$ cat config.mk
export PLATFORM = sky130hd
export DESIGN_NAME = snax_simbacore_launch_ctrl_flat
export DESIGN_NICKNAME = d
export VERILOG_FILES = /design/src/rtl/snax_simbacore_launch_ctrl_if.sv /design/src/rtl/snax_simbacore_launch_ctrl.sv /design/src/flat_wrapper.sv
export SDC_FILE = /design/constraint.sdc
export NUM_CORES = 1
export LEC_CHECK = 0
export BUFFER_PORTS_ARGS = -buffer_cell sky130_fd_sc_hd__buf_2
export CORE_ASPECT_RATIO = 1.75
export CORE_MARGIN = 4
export CORE_UTILIZATION = 50
export DETAILED_ROUTE_END_ITERATION = 7
export PLACE_DENSITY = 0.77
export SETUP_SLACK_MARGIN = 0.05
export SLEW_MARGIN = 30
export SYNTH_ARGS = -nofsm -noshare
export SYNTH_HDL_FRONTEND = slang
export SYNTH_SLANG_ARGS = --single-unit
$ cat constraint.sdc
create_clock -name clk_i -period 2.7 [get_ports clk_i]
set_input_delay 0.135 -clock clk_i [delete_from_list [all_inputs] [get_ports clk_i]]
set_output_delay 0.135 -clock clk_i [all_outputs]
set_load 0.005 [all_outputs]
$ cat src/rtl/snax_simbacore_launch_ctrl_if.sv
// Config/handshake bundle shared by the CSR manager, the launch controller and the SimbaCore datapath.
// Signal suffixes are named from the controller's point of view.
interface snax_simbacore_launch_ctrl_if #(
  parameter int unsigned NumRwCsr = 6,
  parameter int unsigned NumRoCsr = 2
);
  logic [NumRwCsr-1:0][31:0] csr_reg_rw_set_i;
  logic                      csr_reg_set_valid_i;
  logic                      csr_reg_set_ready_o;
  logic [NumRoCsr-1:0][31:0] csr_reg_ro_set_o;
  logic [NumRwCsr-1:0][31:0] acc_cfg_o;
  logic                      acc_start_valid_o;
  logic                      acc_start_ready_i;
  logic                      acc_done_i;

  modport master (
    output csr_reg_rw_set_i, csr_reg_set_valid_i, acc_start_ready_i, acc_done_i,
    input  csr_reg_set_ready_o, csr_reg_ro_set_o, acc_cfg_o, acc_start_valid_o
  );
  modport slave (
    input  csr_reg_rw_set_i, csr_reg_set_valid_i, acc_start_ready_i, acc_done_i,
    output csr_reg_set_ready_o, csr_reg_ro_set_o, acc_cfg_o, acc_start_valid_o
  );
endinterface

$ cat src/rtl/snax_simbacore_launch_ctrl.sv
// Double-buffered job launcher: one pending CSR slot, one active config register,
// start handshake towards the datapath plus job-cycle and job-count status words.
module snax_simbacore_launch_ctrl #(
  parameter int unsigned NumRwCsr = 6,
  parameter int unsigned NumRoCsr = 2
) (
  input  logic                         clk_i,
  input  logic                         rst_i,
  snax_simbacore_launch_ctrl_if.slave  bus
);
  typedef enum logic [1:0] {Idle, Launch, Busy} state_e;
  typedef logic [NumRwCsr-1:0][31:0] cfg_t;

  state_e      state_q, state_d;
  logic        p_full_q, p_full_d;
  cfg_t        p_q, p_d, a_q, a_d;
  logic [31:0] job_cycles_q, job_cycles_d;
  logic [15:0] jobs_done_q, jobs_done_d;
  logic        accept;
  logic [31:0] cyc_inc;

  // Ready depends only on the pending flag, so there is no input-to-ready path.
  assign accept  = bus.csr_reg_set_valid_i & ~p_full_q;
  assign cyc_inc = (job_cycles_q == '1) ? job_cycles_q : job_cycles_q + 32'd1;

  always_comb begin
    state_d      = state_q;
    p_full_d     = p_full_q;
    p_d          = p_q;
    a_d          = a_q;
    job_cycles_d = job_cycles_q;
    jobs_done_d  = jobs_done_q;
    // Accept only happens with P empty and the transfer only with P full, so they never collide.
    if (accept) begin
      p_d      = bus.csr_reg_rw_set_i;
      p_full_d = 1'b1;
    end
    unique case (state_q)
      Idle: if (p_full_q) begin
        a_d          = p_q;
        p_full_d     = 1'b0;
        job_cycles_d = '0;
        state_d      = Launch;
      end
      Launch: begin
        job_cycles_d = cyc_inc;
        if (bus.acc_start_ready_i) state_d = Busy;
      end
      Busy: begin
        job_cycles_d = cyc_inc;
        if (bus.acc_done_i) begin
          jobs_done_d = jobs_done_q + 16'd1;
          state_d     = Idle;
        end
      end
      default: state_d = Idle;
    endcase
  end

  always_ff @(posedge clk_i) begin
    if (rst_i) begin
      state_q      <= Idle;
      p_full_q     <= 1'b0;
      p_q          <= '0;
      a_q          <= '0;
      job_cycles_q <= '0;
      jobs_done_q  <= '0;
    end else begin
      state_q      <= state_d;
      p_full_q     <= p_full_d;
      p_q          <= p_d;
      a_q          <= a_d;
      job_cycles_q <= job_cycles_d;
      jobs_done_q  <= jobs_done_d;
    end
  end

  assign bus.csr_reg_set_ready_o = ~p_full_q;
  assign bus.acc_start_valid_o   = (state_q == Launch);
  assign bus.acc_cfg_o           = a_q;
  assign bus.csr_reg_ro_set_o[0] = {jobs_done_q, 14'b0, p_full_q, state_q != Idle};
  assign bus.csr_reg_ro_set_o[1] = job_cycles_q;

  for (genvar g = 2; g < NumRoCsr; g++) begin : g_ro_tie
    assign bus.csr_reg_ro_set_o[g] = '0;
  end
endmodule

$ cat src/flat_wrapper.sv
// flat-port wrapper written by rule: the top's interface ports become plain ports
module snax_simbacore_launch_ctrl_flat 
#(
  parameter int unsigned NumRwCsr = 6,
  parameter int unsigned NumRoCsr = 2
)
  (clk_i, rst_i, bus_csr_reg_rw_set_i, bus_csr_reg_set_valid_i, bus_acc_start_ready_i, bus_acc_done_i, bus_csr_reg_set_ready_o, bus_csr_reg_ro_set_o, bus_acc_cfg_o, bus_acc_start_valid_o);
  snax_simbacore_launch_ctrl_if #(.NumRwCsr(NumRwCsr), .NumRoCsr(NumRoCsr)) bus_i ();
  input  logic clk_i;
  input  logic rst_i;
  input wire logic [$bits(bus_i.csr_reg_rw_set_i)-1:0] bus_csr_reg_rw_set_i;
  input wire logic [$bits(bus_i.csr_reg_set_valid_i)-1:0] bus_csr_reg_set_valid_i;
  input wire logic [$bits(bus_i.acc_start_ready_i)-1:0] bus_acc_start_ready_i;
  input wire logic [$bits(bus_i.acc_done_i)-1:0] bus_acc_done_i;
  output wire logic [$bits(bus_i.csr_reg_set_ready_o)-1:0] bus_csr_reg_set_ready_o;
  output wire logic [$bits(bus_i.csr_reg_ro_set_o)-1:0] bus_csr_reg_ro_set_o;
  output wire logic [$bits(bus_i.acc_cfg_o)-1:0] bus_acc_cfg_o;
  output wire logic [$bits(bus_i.acc_start_valid_o)-1:0] bus_acc_start_valid_o;
  assign bus_i.csr_reg_rw_set_i = bus_csr_reg_rw_set_i;
  assign bus_i.csr_reg_set_valid_i = bus_csr_reg_set_valid_i;
  assign bus_i.acc_start_ready_i = bus_acc_start_ready_i;
  assign bus_i.acc_done_i = bus_acc_done_i;
  assign bus_csr_reg_set_ready_o = bus_i.csr_reg_set_ready_o;
  assign bus_csr_reg_ro_set_o = bus_i.csr_reg_ro_set_o;
  assign bus_acc_cfg_o = bus_i.acc_cfg_o;
  assign bus_acc_start_valid_o = bus_i.acc_start_valid_o;
  snax_simbacore_launch_ctrl #(.NumRwCsr(NumRwCsr), .NumRoCsr(NumRoCsr)) u_core (.clk_i(clk_i), .rst_i(rst_i), .bus(bus_i));
endmodule
; ---- Word level (Yosys, flattened, before mapping)
; Index checks and enable logic that the tools add are counted.
[classes]
n_lt_le_gt_ge = 0
n_eq_ne = 7
n_bitwise = 2
mul = 0
reduce_logical = 8
add_sub_neg = 2
n_mux = 10
div_mod_pow = 0
shifts = 0
[op_table]
columns = operator, n
row1 = $mux W32, 2
row2 = $pmux W32 S2, 1
row3 = $add A32 B1 Y32 const B, 1
row4 = $eq A32 B32 Y1 const B, 1
row5 = $add A16 B1 Y16 const B, 1
row6 = $mux W2, 3
row7 = $ne A2 B2 Y1 const B, 3
row8 = $pmux W2 S3, 1
row9 = $reduce_and A3 Y1, 2
row10 = $reduce_and A2 Y1, 2
row11 = $reduce_bool A2 Y1, 2
row12 = $mux W1, 3
row13 = $eq A2 B1 Y1 const B, 1
row14 = $eq A2 B2 Y1 const B, 1
row15 = $logic_not A2 Y1, 1
row16 = $ne A2 B1 Y1 const B, 1
row17 = $reduce_or A2 Y1, 1
row18 = $and A1 B1 Y1, 1
row19 = $not A1 Y1, 1
[totals]
wordCells = 45
latch_bits = 0
ram_bits = 0
out_inout_bits = 258
inputBits = 197
memories = 0
ff_bits = 435
mem_bits_ro = 0

; ---- Longest topological paths before layout
; Gate-level depths: netlist of the first run.
[logic_depth]
word_depth = 5
depth_mapped = 9
depth_no_buf = 7

; ---- Worst setup path after synthesis of the first run
; Ideal clock, no wire load.
[synth_path]
path_type = register to register
from = reg u_core.state_q[0]
to = reg u_core.job_cycles_q[13]
setup_time_ns = 0.091
synth_period_minus_slack_ns = 1.996
arrival_time_ns = 1.905
slack_ns = 0.704
path_buffers = 2
stages_incl_launch_ff = 10
required_ns = 2.609
cell_sequence = dfxtp_1 > inv_1 > ha_1 > nor2b_1 > nor2_1 > and2_1 > clkbuf_1 > clkbuf_1 > a41oi_1 > a311oi_1
[synth_between]
elab_chain_cells = 4
elab_cells_between_ends = 9
classes_between = eq/ne: 4 / mux: 1 / reduce/logical: 4
[synth_rtl]
columns = element, line
row1 = from (decl), snax_simbacore_launch_ctrl.sv:14  ; state_e state_q, state_d;
row2 = from (signal assigned), snax_simbacore_launch_ctrl.sv:62  ; state_q <= Idle;
row3 = from (signal assigned), snax_simbacore_launch_ctrl.sv:69  ; state_q <= state_d;
row4 = $eq A2 B1 Y1 / $eq A2 B2 Y1 (equally long branches), snax_simbacore_launch_ctrl.sv:38  ; unique case (state_q)
row5 = $reduce_or A2 Y1 (no source line), -
row6 = $ne A2 B2 Y1 (no source line) / $reduce_bool A2 Y1 (equally long branches), -
row7 = $reduce_and A3 Y1 (no source line), -
row8 = to (signal assigned), snax_simbacore_launch_ctrl.sv:73  ; job_cycles_q <= job_cycles_d;
row9 = to (decl), snax_simbacore_launch_ctrl.sv:17  ; logic [31:0] job_cycles_q, job_cycles_d;
; Parallel ways exist; a longest one is shown, timed or not.
; A chain may end at the register's enable or synchronous reset.

; ---- Final worst setup path of the first run
[layout_path]
from = reg u_core.state_q[0]
to = reg u_core.job_cycles_q[17]
; The elaborated chain is that of the path after synthesis.

==> results of run 1 <==
==> metrics by stage <==
stage / power, mW / area (um^2) / util (%)
6_report: 15.1 / 21700 / 68.7
5_1_grt: 15.6 / 21700 / 68.7
4_1_cts: 15.1 / 21700 / 68.7
3_5_place_dp: 9.19 / 18400 / 58.4
3_3_place_gp: 9.14 / 18400 / 58.4
2_1_floorplan: 8.38 / 16100 / -
==> synth_stat cells, types with 9 or more instances <==
cell type,n,share of area (%)
buf_4,17,0.80
a21oi_1,396,12
a311oi_1,15,0.82
inv_1,13,0.30
nand3_1,25,0.78
nand4_1,9,0.35
or3_1,10,0.39
clkbuf_1,134,3.1
nor2_1,30,0.70
dfxtp_1,435,54
and3_1,11,0.43
a31oi_1,16,0.63
nand2_1,803,19
o21ai_0,15,0.47
==> cells in the final DEF, fill, tap and decap left out, types with 13 or more instances in the layout <==
cell type / instances
a31oi_1: 16
o21ai_0: 15
conb_1: 14
a311oi_1: 15
clkbuf_16: 42
nand2_1: 801
nor2_1: 28
buf_2: 439
nand3_1: 25
a21oi_1: 396
dfxtp_1: 435
dlygate4sd3_1: 193
buf_4: 15
inv_1: 13
==> final timing paths <==
kind,startpoint,endpoint,slack [ns],cells after the start
worst max register to register,u_core.state_q[0],u_core.job_cycles_q[17],0.27,7
worst max-delay path,u_core.state_q[0],u_core.job_cycles_q[17],0.27,7
worst min register to register,u_core.p_q[180],u_core.bus.acc_cfg_o[180],0.45,2
worst min-delay path,rst_i,u_core.jobs_done_q[6],0.05,2
==> cell families after synthesis <==
family / count (synthesis) / synth area share [%]
buffers and inverters: 177 / 4.69
DFF: 435 / 54.4
adders and majority gates: 8 / 0.626
AOI/OAI and AO/OA: 472 / 16.0
xor gates and xnor gates: 12 / 0.657
other: 1 / 0.0234
muxes: 3 / 0.188
and+or+nand+nor: 930 / 23.4
==> flip-flops by register name (all words and copies together) (netlist names) <==
signal,count
u_core.bus.acc_cfg_o,192
u_core.p_q,192
u_core.jobs_done_q,16
u_core.job_cycles_q,32
u_core.state_q,2
u_core.p_full_q,1
==> cell type report <==
class	instances	area [um^2]	area share, %
Multi-Input combinational cell	1439	6620	30.6
Clock inverter	9	139	0.641
Timing Repair Buffer	659	4480	20.7
Sequential cell	435	8710	40.2
Inverter	13	48.8	0.225
Antenna cell	3	7.51	0.0346
Tap cell	396	495	2.29
Clock buffer	59	1170	5.42
==> power by group through the flow <==
stage | registers, mW | clock network, mW | logic (mW)
2_1_floorplan | 7.05 | 0 | 1.33
3_3_place_gp | 7.06 | 0 | 2.08
3_5_place_dp | 7.08 | 0 | 2.12
4_1_cts | 6.94 | 5.82 | 2.35
5_1_grt | 6.98 | 6.04 | 2.62
6_report | 6.95 | 5.72 | 2.40
==> routing by layer <==
layer	global-route usage (%)	part of all wire [%]
met1	31.4	35
met2	49.7	49
met3	7.17	8.9
met4	18.4	7.2
met5	0	0
==> worst reg2reg max path, stage by stage (launching register included) <==
cell	delay, ns
dfxtp_1	0.41
inv_1	0.12
ha_1	0.33
buf_4	0.35
and2_1	0.32
buf_4	0.28
nand3_1	0.11
o41ai_1	0.38
==> what timing repair did <==
action	in CTS	in global routing
hold buffers	193	0
gates resized for setup	0	1
endpoints found under the setup margin	0	1
endpoints found under the hold margin	193	0
==> results.sh, run 1 <==
export IMPL_rows=86
export IMPL_violations="design-rule violations"
export IMPL_whs_ns=0.0517
export IMPL_outcome="complete, but fails checks"
export IMPL_ys_ff_latch=435
export IMPL_cp_data_arrival_time_ns=2.82
export IMPL_synth_ff_type="dfxtp_1"
export IMPL_grt_pass1_wl_mm=83.4
export IMPL_power_frac_comb_pct=15.9
export IMPL_initial_utilization_pct=50.8
export IMPL_die_x_um=143
export IMPL_setup_viol=0
export IMPL_pin_count=455
export IMPL_drt_first_pass_iters=8
export IMPL_power_leakage_nw=9.00
export IMPL_grt_overflow_total=0
export IMPL_fin_nets=2793
export IMPL_cts_max_level=2
export IMPL_swShare_pct=27.5
export IMPL_critPathLaunchType="register"
export IMPL_wl_mm=53.7
export IMPL_syn2layout_area_growth_pct=35.5
export IMPL_hold_viol=0
export IMPL_gp_congestion=0.946
export IMPL_crit_required_ns=3.09
export IMPL_netlist_cell_type_count=53
export IMPL_p_switching_mw=4.15
export IMPL_cts_sinks=435
export IMPL_postRouteAntennaNets=0
export IMPL_clock_latency_ns=0.53
export IMPL_fin_crit_ns=2.43
export IMPL_pre_cts_ws_ns=0.317
export IMPL_path_class="reg2reg"
export IMPL_vdd_drop_max_uv=663
export IMPL_synth_cells=2038
export IMPL_path_clk_slew_ns=0.06
export IMPL_slowest_delay_ns=0.41
export IMPL_via_per_inst=5.55
export IMPL_syn_area_per_cell_um2=7.85
export IMPL_post_cts_setup_buffer_count=0
export IMPL_grt_pass1_vias=16400
export IMPL_p_seq_share_pct=46.1
export IMPL_cts_root_buf="clkbuf_16"
export IMPL_grt_max_degree=145
export IMPL_drive_gt1_share_pct=20.7
export IMPL_final_setup_worst_slack_ns=0.271
export IMPL_drt_iter0_drc=1128
export IMPL_slew_viol_final=0
export IMPL_antenna_found_initial=2
export IMPL_fill_cells=2326
export IMPL_skew_ns=0.00981
export IMPL_cts_buffers=40
export IMPL_die_y_um=245
export IMPL_fmax_mhz=412
export IMPL_maxCapViolCount=0
export IMPL_fin_cells=3013
export IMPL_clockBufferDepth=3
export IMPL_internal_power_mw=10.9
export IMPL_worstMarginPinSlew_ns=0.657
export IMPL_fp_dieArea_um2=35000
export IMPL_async_flop_share_pct=0
export IMPL_cpMostUsedCell="buf_4"
export IMPL_hpwl_mm=32.0
export IMPL_placed_cells=2749
export IMPL_yosysWarnings=0
export IMPL_vias=16700
export IMPL_crit_family="buffers and inverters"
export IMPL_port_buffer_count=440
export IMPL_synth_edf_count=0
export IMPL_critPathSlowestCell="dfxtp_1"
export IMPL_cp_max_fo=33
export IMPL_wire_per_inst_um=17.8
export IMPL_cts_tree="built"
export IMPL_pwr_density_cell_nw_per_um2=696
export IMPL_drc=3
export IMPL_cp_cell_sequence="inv_1 > ha_1 > buf_4 > and2_1 > buf_4 > nand3_1 > o41ai_1"
export IMPL_clkPwrFrac_pct=38.0
export IMPL_track_usage_pct=29.0
export IMPL_hp_class="in2reg"
export IMPL_rsz0062_at_grt="false"
export IMPL_cp_end_kind="register"
export IMPL_core_um2=31500
export IMPL_synth_cell_area_um2=16000
export IMPL_setup_tns_final_ns=0
export IMPL_path_buf_inv=3
export IMPL_max_slew_margin_pct=56.1
export IMPL_fin_crit_sh_pct=90.0
export IMPL_yosysSeqAreaShare_pct=54.4
No activity file was read; power rests on OpenSTA's default activity.
==> inputs of run 2 (changes only) <==
CORE_UTILIZATION = 47   (was 50)
PLACE_DENSITY = 0.76   (was 0.77)
clock period = 2 ns   (was 2.7 ns; I/O delays follow)
==> results.sh, run 2 (synthesized netlist as in run 1, its figures left out) <==
export IMPL_vdd_drop_max_uv=831
export IMPL_grt_busiest_layer="met2"
export IMPL_setup_tns_final_ns=0
export IMPL_fill_cells=2495
export IMPL_path_class="reg2reg"
export IMPL_internal_power_mw=15.1
export IMPL_fin_nets=2835
export IMPL_cp_cell_sequence="inv_1 > ha_4 > nor2b_1 > nor2_1 > and2_2 > or3b_2 > a31oi_1"
export IMPL_cp_data_arrival_time_ns=2.36
export IMPL_wl_mm=53.7
export IMPL_via_per_inst=5.43
export IMPL_drc=0
export IMPL_cts_buffers=39
export IMPL_port_buffer_count=440
export IMPL_power_frac_comb_pct=17.1
export IMPL_cts_sinks=435
export IMPL_path_buf_inv=1
export IMPL_rsz0062_at_grt="true"
export IMPL_syn2layout_area_growth_pct=39.2
export IMPL_die_y_um=252
export IMPL_critPathLaunchType="register"
export IMPL_skew_ns=0.0172
export IMPL_gp_congestion=0.935
export IMPL_grt_pass1_wl_mm=84.6
export IMPL_final_common_cell="nand2_1"
export IMPL_worstMarginPinSlew_ns=0.553
export IMPL_hpwl_mm=31.7
export IMPL_cts_max_level=2
export IMPL_grt_overflow_total=0
export IMPL_fmax_mhz=523
export IMPL_grt_util_met2_pct=47.0
export IMPL_fp_dieArea_um2=37200
export IMPL_rows=89
export IMPL_hp_class="in2reg"
export IMPL_use_met3_pct=6.67
export IMPL_power_leakage_nw=9.29
export IMPL_grt_max_degree=100
export IMPL_crit_required_ns=2.45
export IMPL_fin_crit_ns=1.91
export IMPL_p_seq_share_pct=45.2
export IMPL_critPathSlowestCell="or3b_2"
export IMPL_path_clk_slew_ns=0.07
export IMPL_final_cell_mix="799 x nand2_1, 439 x buf_2, 430 x dfxtp_1"
export IMPL_p_switching_mw=5.67
export IMPL_cts_tree="built"
export IMPL_hold_viol=0
export IMPL_swShare_pct=27.3
export IMPL_postRouteAntennaNets=0
export IMPL_maxCapViolCount=0
export IMPL_setup_viol=0
export IMPL_die_x_um=147
export IMPL_outcome="complete, no violations"
export IMPL_cp_end_kind="register"
export IMPL_slowest_delay_ns=0.45
export IMPL_track_usage_pct=27.4
export IMPL_globalRouteMet1Util_pct=29.3
export IMPL_pwr_density_cell_nw_per_um2=932
export IMPL_core_um2=33600
export IMPL_cp_max_fo=4
export IMPL_cts_root_buf="clkbuf_16"
export IMPL_drt_first_pass_iters=6
export IMPL_slew_viol_final=0
export IMPL_drt_iter0_drc=1085
export IMPL_clock_latency_ns=0.52
export IMPL_initial_utilization_pct=47.6
export IMPL_fin_crit_sh_pct=95.6
export IMPL_crit_family="simple AND/OR/NAND/NOR gates"
export IMPL_antenna_found_initial=3
export IMPL_multi_input_area_um2=6690
export IMPL_wire_per_inst_um=17.2
export IMPL_whs_ns=0.126
export IMPL_clockBufferDepth=3
export IMPL_seq_area_um2=8710
export IMPL_drive_gt1_share_pct=22.7
export IMPL_max_slew_margin_pct=63.1
export IMPL_pin_count=455
export IMPL_vias=16900
export IMPL_clkPwrFrac_pct=37.7
export IMPL_grt_pass1_vias=16700
==> run 2: cell count changes in the layout (fill, tap and decap cells not counted), sizes merged <==
cell / previous run / this run
bufinv: 3 / 4
inv: 14 / 16
clkbuf: 59 / 58
buf: 466 / 507
dlygate4sd3: 193 / 194
clkinv: 5 / 4
==> run 2: through the flow <==
step / setup slack, ns / std cells / area [um^2] / util, % / power [mW]
floorplan: 0.102 / 2051 / 16100 / - / 11.3
global route: -0.0310 / 3114 / 22300 / 66.2 / 21.5
global placement: -0.00399 / 2847 / 18900 / 56.1 / 12.6
CTS: 0.0471 / 3110 / 22200 / 65.9 / 20.7
finish: 0.0873 / 3115 / 22300 / 66.2 / 20.8
detailed placement: -0.00189 / 2847 / 18900 / 56.1 / 12.6
==> run 2: repair_timing <==
| item | in CTS | in global routing |
|---|---|---|
| hold buffers | 194 | 0 |
| endpoints found under the hold margin | 201 | 0 |
| pin swaps | 1 | 6 |
| endpoints found under the setup margin | 22 | 33 |
| cloned | 0 | 0 |
| buffers inserted | 1 | 2 |
| resized for setup | 3 | 23 |
==> run 2: area by class of cell <==
cell class	instances	share of cell area, %
diodes	3	0.0337
clock buffers	57	5.22
inverters	13	0.219
clock inverters	11	0.758
repair buffers	702	22.0
multi-input cells	1439	30.0
well taps	455	2.56
flip-flops and latches	435	39.1
==> run 2: final timing paths <==
check                              to                  start  slack, ns  cells after the start
max           u_core.job_cycles_q[31]      u_core.state_q[1]       0.09                      7
min reg2reg  u_core.bus.acc_cfg_o[45]         u_core.p_q[45]       0.45                      2
max reg2reg   u_core.job_cycles_q[31]      u_core.state_q[1]       0.09                      7
min                 u_core.state_q[1]  bus_acc_start_ready_i       0.13                      5
==> run 2: metal layers <==
metal | up-vias | share of wire, %
met5 | - | 0.024
met1 | 7822 | 35
li1 | 7863 | -
met2 | 950 | 49
met4 | 2 | 7.9
met3 | 277 | 8.1
==> run 2: power by group through the flow <==
stage | clock network [mW] | logic, mW | registers (mW)
after floorplan | 0 | 1.80 | 9.52
after global placement | 0 | 3.03 | 9.53
after detailed placement | 0 | 3.08 | 9.55
after CTS | 7.92 | 3.39 | 9.36
after global routing | 8.28 | 3.85 | 9.42
final | 7.83 | 3.55 | 9.38
==> run 2: tightest hold or removal path: cells and delay by family <==
kind | cells | cell delay (ns)
multiplexers | 1 | 0.14
buffers and inverters | 2 | 0.18
AO/OA/AOI/OAI | 1 | 0.11
AND/OR/NAND/NOR | 1 | 0.08
==> inputs of run 3 (changes only) <==
ABC_AREA = 1   (was not set)
CORE_UTILIZATION = 54   (was 47)
CTS_BUF_LIST = sky130_fd_sc_hd__clkbuf_8   (was not set)
PLACE_DENSITY = 0.82   (was 0.76)
clock period = 1.85 ns   (was 2 ns; I/O delays follow)
==> results.sh, run 3 <==
export IMPL_core_um2=29500
export IMPL_cts_root_buf="clkbuf_8"
export IMPL_setup_viol=0
export IMPL_drive_gt1_share_pct=22.4
export IMPL_synth_cell_area_um2=16300
export IMPL_initial_utilization_pct=55.2
export IMPL_cts_sinks=435
export IMPL_p_seq_share_pct=42.7
export IMPL_cp_data_arrival_time_ns=2.26
export IMPL_final_cell_mix="843 x nor2_1, 440 x buf_2, 431 x dfxtp_1"
export IMPL_path_clk_slew_ns=0.07
export IMPL_skew_ns=0.0127
export IMPL_grt_pass1_wl_mm=90.1
export IMPL_cp_end_kind="register"
export IMPL_drt_iter0_drc=1461
export IMPL_yosysSeqAreaShare_pct=53.5
export IMPL_swShare_pct=34.1
export IMPL_outcome="complete, no violations"
export IMPL_netlist_cell_type_count=30
export IMPL_clockBufferDepth=3
export IMPL_syn2layout_area_growth_pct=39.5
export IMPL_fin_nets=3047
export IMPL_hp_class="in2reg"
export IMPL_die_x_um=139
export IMPL_fin_crit_sh_pct=94.4
export IMPL_drc=0
export IMPL_fin_crit_ns=1.75
export IMPL_grt_overflow_total=0
export IMPL_wl_mm=59.3
export IMPL_slew_viol_final=0
export IMPL_vias=17900
export IMPL_track_usage_pct=33.4
export IMPL_rsz0062_at_grt="true"
export IMPL_crit_required_ns=2.36
export IMPL_cp_max_fo=7
export IMPL_vdd_drop_max_uv=961
export IMPL_yosysMostFrequentCell="nor2_1"
export IMPL_cts_max_level=2
export IMPL_grt_pass1_vias=17900
export IMPL_die_y_um=238
export IMPL_synth_area_leaders="dfxtp_1 54%, nor2_1 20%, o21ai_0 12%, nand2_1 3.6%, clkbuf_1 3.1%"
export IMPL_setup_tns_final_ns=0
export IMPL_hold_viol=0
export IMPL_synth_ff_type="dfxtp_1"
export IMPL_gp_congestion=0.933
export IMPL_power_frac_comb_pct=29.9
export IMPL_rows=83
export IMPL_pin_count=455
export IMPL_critPathLaunchType="register"
export IMPL_drt_first_pass_iters=6
export IMPL_pwr_density_cell_nw_per_um2=1250
export IMPL_p_switching_mw=9.63
export IMPL_synth_top_area_cell="dfxtp_1"
export IMPL_synth_edf_count=0
export IMPL_fmax_mhz=573
export IMPL_power_leakage_nw=10.4
export IMPL_port_buffer_count=440
export IMPL_yosys_top_cells_count="850 x nor2_1, 435 x dfxtp_1, 398 x o21ai_0"
export IMPL_yosysWarnings=0
export IMPL_wire_per_inst_um=18.1
export IMPL_path_class="reg2reg"
export IMPL_internal_power_mw=18.6
export IMPL_hpwl_mm=33.3
export IMPL_cts_buffers=57
export IMPL_syn_area_per_cell_um2=7.38
export IMPL_clkPwrFrac_pct=27.4
export IMPL_via_per_inst=5.48
export IMPL_synth_top_cell_area_share_pct=53.5
export IMPL_postRouteAntennaNets=0
export IMPL_p_total_mw=28.3
export IMPL_fill_cells=1910
export IMPL_synth_cells=2205
export IMPL_ys_ff_latch=435
export IMPL_async_flop_share_pct=0
export IMPL_clock_latency_ns=0.62
export IMPL_final_common_cell="nor2_1"
export IMPL_fp_dieArea_um2=33100
export IMPL_grt_max_degree=100
export IMPL_cts_tree="built"
export IMPL_maxCapViolCount=0
export IMPL_antenna_found_initial=4
run 3: logic make-up (layout without fill, tap and decap cells):
group / count (synthesis) / after routing / synth area share [%]
other: 1 / 16 / 0.0230
adders and majority gates: 8 / 8 / 0.615
and+or+nand+nor: 1087 / 1087 / 26.2
DFF: 435 / 435 / 53.5
AOI/OAI and AO/OA: 443 / 443 / 13.7
xor gates and xnor gates: 4 / 4 / 0.215
buffers and inverters: 227 / 896 / 5.72
run 3: critical path: stages, from the launching register on:
cell and delay, ns:
dfxtp_4 0.37, ha_4 0.16, nand2_4 0.06, nor2_4 0.16, nand3_4 0.12, nor2_8 0.14, nand3_4 0.16, nand2_8 0.16
clkbuf_16 0.16, nand2_1 0.05, nand2_1 0.05, nor2_1 0.04
run 3: what timing repair did:
item,in CTS,in global routing
resized for setup,5,40
buffers inserted,0,10
hold buffers,202,0
pin swaps,0,9
endpoints found under the setup margin,18,143
cloned,0,5
endpoints found under the hold margin,232,0
run 3: cell type report:
| cell class | count | area (um^2) | area share, % |
|---|---|---|---|
| tap | 382 | 478 | 2.11 |
| inverter | 69 | 288 | 1.27 |
| sequential | 435 | 8720 | 38.4 |
| multi-input combinational | 1556 | 6800 | 29.9 |
| clock buffer | 74 | 1020 | 4.49 |
| clock inverter | 30 | 230 | 1.01 |
| antenna | 2 | 5.00 | 0.0221 |
| timing repair buffer | 723 | 5160 | 22.7 |
run 3: metrics by stage:
step / cell area [um^2] / setup WS, ns / instances / hold WS [ns] / util [%]
detailed placement: 19000 / -0.0139 / 2948 / 0.348 / 64.6
floorplan: 16300 / 0.152 / 2218 / 0.244 / -
finish: 22700 / 0.104 / 3271 / 0.273 / 77.0
global route: 22700 / 0.0229 / 3271 / 0.279 / 77.0
global placement: 19000 / 0.0739 / 2948 / 0.341 / 64.6
CTS: 22300 / 0.0422 / 3254 / 0.228 / 75.8
run 3: metal layers:
metal  wire [um]  vias up  track usage [%]  share of wire [%]
met4        5210        4             25.5                8.8
met3        5060      355             9.14                8.5
li1            -     8262                -                  -
met2       29300     1102             58.6                 50
met1       19600     8212             33.2                 33
met5          27        -                0              0.046
run 3: path summary, 6_finish.rpt:
check                            endpoint  depth (start not counted)                     start  slack (ns)
setup / recovery  u_core.job_cycles_q[27]                         11    u_core.job_cycles_q[1]        0.10
hold / removal             u_core.p_q[24]                          4  bus_csr_reg_rw_set_i[24]        0.27
hold reg to reg           u_core.p_q[170]                          2           u_core.p_q[170]        0.48
setup reg to reg  u_core.job_cycles_q[27]                         11    u_core.job_cycles_q[1]        0.10
run 3: power groups by stage:
stage | sequential [mW] | combinational (mW) | clock (mW)
2_1_floorplan | 12.1 | 4.08 | 0
3_3_place_gp | 12.1 | 7.00 | 0
3_5_place_dp | 12.2 | 7.23 | 0
4_1_cts | 12.0 | 7.65 | 7.75
5_1_grt | 12.2 | 9.31 | 8.16
6_report | 12.1 | 8.45 | 7.74
